--- config.mk ---
export PLATFORM = sky130hd
export DESIGN_NAME = hack_boot_loader
export DESIGN_NICKNAME = d
export VERILOG_FILES = /design/src/rtl/hack_boot_pkg.sv /design/src/rtl/boot_timeout_timer.sv /design/src/rtl/hack_boot_loader.sv
export SDC_FILE = /design/constraint.sdc
export NUM_CORES = 1
export LEC_CHECK = 0
export ABC_AREA = 1
export CELL_PAD_IN_SITES_DETAIL_PLACEMENT = 0
export CELL_PAD_IN_SITES_GLOBAL_PLACEMENT = 1
export CORE_ASPECT_RATIO = 1.1
export CORE_MARGIN = 1
export CORE_UTILIZATION = 41
export CTS_CLUSTER_SIZE = 12
export DETAILED_ROUTE_END_ITERATION = 12
export GPL_TIMING_DRIVEN = 1
export HOLD_SLACK_MARGIN = 0.06
export PLACE_DENSITY = 0.91
export SYNTH_ARGS = -nofsm -noshare
export SYNTH_HDL_FRONTEND = slang
export SYNTH_SLANG_ARGS = --single-unit
--- constraint.sdc ---
create_clock -name clk -period 2.3 [get_ports clk]
set_input_delay 0.46 -clock clk [delete_from_list [all_inputs] [get_ports clk]]
set_output_delay 0.46 -clock clk [all_outputs]
set_load 0.02 [all_outputs]
--- src/rtl/hack_boot_pkg.sv ---
// Shared types and constants for the Hack instruction-ROM boot loader.
package hack_boot_pkg;

    typedef enum logic [2:0] {
        StIdle,
        StHdrHi,
        StHdrLo,
        StDataHi,
        StDataLo,
        StWrite,
        StRelease,
        StError
    } boot_state_e;

    localparam int unsigned WORD_W = 16;
    localparam int unsigned BYTE_W = 8;

    // Bits needed for a counter that must hold values 0..max_val.
    function automatic int unsigned cnt_width(input int unsigned max_val);
        return (max_val == 0) ? 1 : $clog2(max_val + 1);
    endfunction

endpackage

--- src/rtl/boot_timeout_timer.sv ---
// Inactivity timer: counts enabled cycles since the last clear and flags when TIMEOUT is reached.
module boot_timeout_timer
    import hack_boot_pkg::*;
#(
    parameter int unsigned TIMEOUT = 1000000
) (
    input  logic clk,
    input  logic reset,
    input  logic clear,
    input  logic enable,
    output logic expired
);

    localparam int unsigned CW = cnt_width(TIMEOUT);

    logic [CW-1:0] count;

    always_ff @(posedge clk) begin
        if (reset) begin
            count <= '0;
        end else if (clear) begin
            count <= '0;
        end else if (enable && (count != CW'(TIMEOUT))) begin
            count <= count + CW'(1);
        end
    end

    // High in the cycle whose closing edge would bring the count to TIMEOUT.
    assign expired = enable && (count == CW'(TIMEOUT - 1));

endmodule

--- src/rtl/hack_boot_loader.sv ---
// Loads big-endian 16-bit words from a byte stream into the Hack instruction ROM
// while holding the CPU in reset, then releases it after a settle delay.
module hack_boot_loader
    import hack_boot_pkg::*;
#(
    parameter int unsigned ADDR_W        = 4,
    parameter int unsigned TIMEOUT       = 1000000,
    parameter int unsigned RELEASE_DELAY = 4
) (
    input  logic              clk,
    input  logic              reset,
    input  logic              start,
    input  logic [BYTE_W-1:0] rx_data,
    input  logic              rx_valid,
    output logic              rx_ready,
    output logic              prog_we,
    output logic [ADDR_W-1:0] prog_addr,
    output logic [WORD_W-1:0] prog_wdata,
    output logic              cpu_reset,
    output logic              busy,
    output logic              done,
    output logic              error
);

    localparam int unsigned        CNT_W    = cnt_width(2 ** ADDR_W);
    localparam int unsigned        REL_W    = cnt_width(RELEASE_DELAY);
    localparam logic [WORD_W:0]    CAPACITY = (WORD_W + 1)'(2 ** ADDR_W);

    boot_state_e       state, state_d;
    logic [WORD_W-1:0] word_n;
    logic [CNT_W-1:0]  word_cnt;
    logic [REL_W-1:0]  rel_cnt;
    logic [WORD_W-1:0] n_hdr;
    logic              take, expired, timer_clear, last_word, rel_done, entering_hdr;

    // A timed-out byte is never consumed.
    assign take         = rx_valid && rx_ready && !expired;
    assign n_hdr        = {word_n[WORD_W-1:BYTE_W], rx_data};
    assign last_word    = (WORD_W'(word_cnt) + WORD_W'(1)) == word_n;
    assign rel_done     = rel_cnt == REL_W'(RELEASE_DELAY - 1);
    assign entering_hdr = (state_d == StHdrHi) && (state != StHdrHi);
    assign timer_clear  = take || entering_hdr;

    boot_timeout_timer #(
        .TIMEOUT(TIMEOUT)
    ) u_timer (
        .clk    (clk),
        .reset  (reset),
        .clear  (timer_clear),
        .enable (rx_ready),
        .expired(expired)
    );

    always_comb begin
        state_d = state;
        unique case (state)
            StIdle:    if (start) state_d = StHdrHi;
            StHdrHi:   if (expired) state_d = StError; else if (take) state_d = StHdrLo;
            StHdrLo: begin
                if (expired) begin
                    state_d = StError;
                end else if (take) begin
                    if (n_hdr == '0)                     state_d = StRelease;
                    else if ({1'b0, n_hdr} > CAPACITY)   state_d = StError;
                    else                                 state_d = StDataHi;
                end
            end
            StDataHi:  if (expired) state_d = StError; else if (take) state_d = StDataLo;
            StDataLo:  if (expired) state_d = StError; else if (take) state_d = StWrite;
            StWrite:   state_d = last_word ? StRelease : StDataHi;
            StRelease: if (rel_done) state_d = StIdle;
            StError:   if (start) state_d = StHdrHi;
            default:   state_d = StIdle;
        endcase
    end

    always_ff @(posedge clk) begin
        if (reset) begin
            state      <= StIdle;
            rx_ready   <= 1'b0;
            prog_we    <= 1'b0;
            prog_addr  <= '0;
            prog_wdata <= '0;
            cpu_reset  <= 1'b0;
            busy       <= 1'b0;
            done       <= 1'b0;
            error      <= 1'b0;
            word_n     <= '0;
            word_cnt   <= '0;
            rel_cnt    <= '0;
        end else begin
            state     <= state_d;
            rx_ready  <= state_d inside {StHdrHi, StHdrLo, StDataHi, StDataLo};
            prog_we   <= state_d == StWrite;
            busy      <= state_d inside {StHdrHi, StHdrLo, StDataHi, StDataLo, StWrite, StRelease};
            cpu_reset <= state_d inside {StHdrHi, StHdrLo, StDataHi, StDataLo, StWrite, StRelease,
                                         StError};
            done      <= (state == StRelease) && (state_d == StIdle);
            error     <= state_d == StError;

            if (take) begin
                unique case (state)
                    StHdrHi:  word_n[WORD_W-1:BYTE_W]     <= rx_data;
                    StHdrLo:  word_n[BYTE_W-1:0]          <= rx_data;
                    StDataHi: prog_wdata[WORD_W-1:BYTE_W] <= rx_data;
                    StDataLo: prog_wdata[BYTE_W-1:0]      <= rx_data;
                    default:  ;
                endcase
            end

            if (entering_hdr) begin
                prog_addr <= '0;
                word_cnt  <= '0;
            end else if (state == StWrite) begin
                prog_addr <= prog_addr + ADDR_W'(1);
                word_cnt  <= word_cnt + CNT_W'(1);
            end

            rel_cnt <= (state == StRelease) ? rel_cnt + REL_W'(1) : '0;
        end
    end

endmodule

==> results.yml <==
final_layout:
  fin_nets: 596
  n_antenna_cell: 0
  instances_no_fill: 697
  layout-drive-gt1-share: 0.1561
  mostFrequentLayoutCells: "104 x nand2_1, 72 x dfxtp_1, 59 x nor2_1, 54 x inv_1, 46 x nand3_1"
  area_growth_pct: 22.38
  final_common_cell: "nand2_1"
worst_setup_path:
  crit_top_cell: "nor2_2"
  crit_required_ps: 2540
  r2r-start: "u_timer.count[0]"
  critPathLaunchType: "flop"
  rrSetupSlack_ps: 250
  endpoint_kind: "flop"
  path_max_fanout: 28
  cp_data_arrival_time_ps: 2280
  critPathKind: "reg2reg"
  slowest_delay_ps: 320
  setup.worst_path.start: "u_timer.count[0]"
  worstPathCellList: "ha_1 -> nand3_1 -> nor2_2 -> nand3_4 -> inv_2 -> nor2_2 -> buf_4 -> nand2_1 -> o21ai_0 -> a21oi_1"
  cpMaxStageDelayCell: "dfxtp_1"
route:
  vias: 3394
  vias_per_cell: 4.869
  wl_per_cell_um: 11.85
  drt_iter0_drc: 147
  firstDrtPassIters: 4
  drcViolationCount: 0
  wirelength_um: 8260
  ant_nets: 0
logic_synthesis:
  synth_top_cell_area_share: 0.3919
  synth_area_um2: 3729
  synthCells: 525
  yosysSeqAreaShare: 0.3919
  synth_nets: 543
  yosysWarnings: 0
  yosysTopAreaCell: "dfxtp_1"
  syn-mean-instance-area_um2: 7.102
  yosysUniqueCellTypes: 28
  ys_ff_latch: 73
  netlist_top_cells_area: "dfxtp_1 39%, nand2_1 10%, nand3_1 6.2%, nor2_1 5.9%, inv_1 5.4%"
power_and_ir_drop:
  p_int_uw: 2415
  comb_power_share: 0.332
  peakVddDrop_v: 0.0006780
  seq_power_share: 0.383
  power_density_nw_per_um2: 822.7
  pwr-share-clk: 0.285
  swShare: 0.3568
  net-switching-power_uw: 1340
  power_leakage_uw: 0.001663
clock_network:
  cts_tree: "done"
  clk_pin_slew_ps: 80
  cts_buffers: 9
  clock_path_buffers: 2
  ctsRootBufferMaster: "clkbuf_8"
  clk_latency_ps: 350
  cts_num_sinks: 73
  post_cts_buffers: 0
  htree_num_levels: 3
sta:
  tightest_slew_ps: 476.2
  tns_ps: 0
  fin_crit_sh: 0.8900
  finalCriticalPeriod_ps: 2047
  fmax_mhz: 488.5
  setup_violations: 0
  fin_skew_ps: 12.66
  hold_viol_final: 0
  drv_slew: 0
  relSlewSlack: 0.6801
  rsz0062_at_grt: "no"
placed_design:
  numPortBuffers: 37
  gp_congestion: 0.8919
  placed_cells: 681
  dp_hpwl_um: 6182
die:
  start_util: 0.4223
  die_h_um: 102.0
  rows: 36
  dieArea_um2: 9480
  io_pins: 38
  die_x_um: 92.93
  core_um2: 8828
global_routing:
  overflow: 0
  grt_use_total: 0.1923
  grt_pass1_wl_um: 14410
  grt_max_degree: 30
  grt_pass1_vias: 3269
  antenna_found_initial: 0
hold_path:
  hold_start: "rel_cnt[0]"
  hold_path.class: "reg2reg"
job:
  maxCapViolCount: 0
run_status:
  status: "completed"
-- logic make-up after synthesis --
| kind of cell | Yosys count | share of synthesized area |
|---|---|---|
| multiplexers | 2 | 0.005369 |
| buffers and inverters | 81 | 0.09094 |
| adder cells (fa/ha/maj) | 6 | 0.02013 |
| AND/OR/NAND/NOR | 274 | 0.3450 |
| flip-flops | 73 | 0.3919 |
| AO/OA/AOI/OAI | 63 | 0.08557 |
| XOR/XNOR | 26 | 0.06107 |
-- power by group through the flow --
stage / sequential (µW) / combinational (µW) / clock (µW)
2_1_floorplan: 1480 / 820 / 0
3_3_place_gp: 1470 / 1240 / 0
3_5_place_dp: 1470 / 1250 / 0
4_1_cts: 1440 / 1250 / 1100
5_1_grt: 1450 / 1410 / 1160
6_report: 1440 / 1250 / 1070
-- synth_stat cells --
library cell / number
a21oi_1: 40
buf_2: 10
buf_6: 3
clkbuf_1: 5
clkinv_1: 1
dfxtp_1: 73
ha_1: 6
inv_1: 54
inv_2: 8
mux2i_1: 2
nand2_1: 104
nand2_2: 6
nand3_1: 46
nand3_2: 2
nand3_4: 2
nand4_1: 8
nor2_1: 59
nor2_2: 27
nor2_4: 3
nor3_1: 11
nor3_2: 1
nor3b_1: 2
nor4_1: 3
o211ai_1: 1
o21ai_0: 21
o22ai_1: 1
xnor2_1: 7
xor2_1: 19
-- path summary, 6_finish.rpt --
kind	endpoint	cells after the start
max	word_n[9]	10
min	rel_cnt[0]	1
max reg2reg	word_n[9]	10
min reg2reg	rel_cnt[0]	1
-- layout make-up --
cell class,instances,area [µm²]
clock buffer,12,165.2
clock inverter,4,50.05
fill,901,4265
inverter,63,236.5
multi-input combinational,371,1938
sequential,73,1463
tap,114,142.6
timing repair buffer,60,568.0
-- routing by layer --
layer	global-route usage	vias to the layer above	share of wire
met2	0.3179	69	0.47
met4	0.08521	0	0.017
met5	0	-	0
met1	0.2398	1537	0.47
met3	0.04464	12	0.042
li1	-	1776	-
-- metrics by stage --
stage               area (µm²)  utilization  worst slack (ps)  power (µW)  hold WS, ps
global placement          4337       0.4912            -4.711        2708        409.3
detailed placement        4337       0.4912            -56.30        2718        425.9
global route              4563       0.5169             15.29        4015        476.3
floorplan                 3729            -             479.8        2298        399.2
CTS                       4552       0.5156             222.5        3789        442.8
finish                    4563       0.5169             253.0        3754        437.8
-- critical path, delay by kind of cell (launching register included) --
| kind | cells | cell delay (ps) |
|---|---|---|
| compound gates | 2 | 310 |
| flops | 1 | 320 |
| buf+inv | 2 | 360 |
| simple gates | 5 | 700 |
| fa+ha+maj | 1 | 240 |
-- flip-flops by register name, indices dropped and copies added (netlist names), 3 cells and up --
name           count
u_timer.count     20
prog_wdata        16
word_n            16
word_cnt           5
prog_addr          4
rel_cnt            3
state              3
-- timing repair --
| item | 4_1_cts | 5_1_grt |
|---|---|---|
| gates resized for setup | 0 | 3 |
| setup endpoints to repair | 0 | 12 |
| hold buffers | 0 | 0 |
Note: power is estimated with default switching activity, not from simulation.
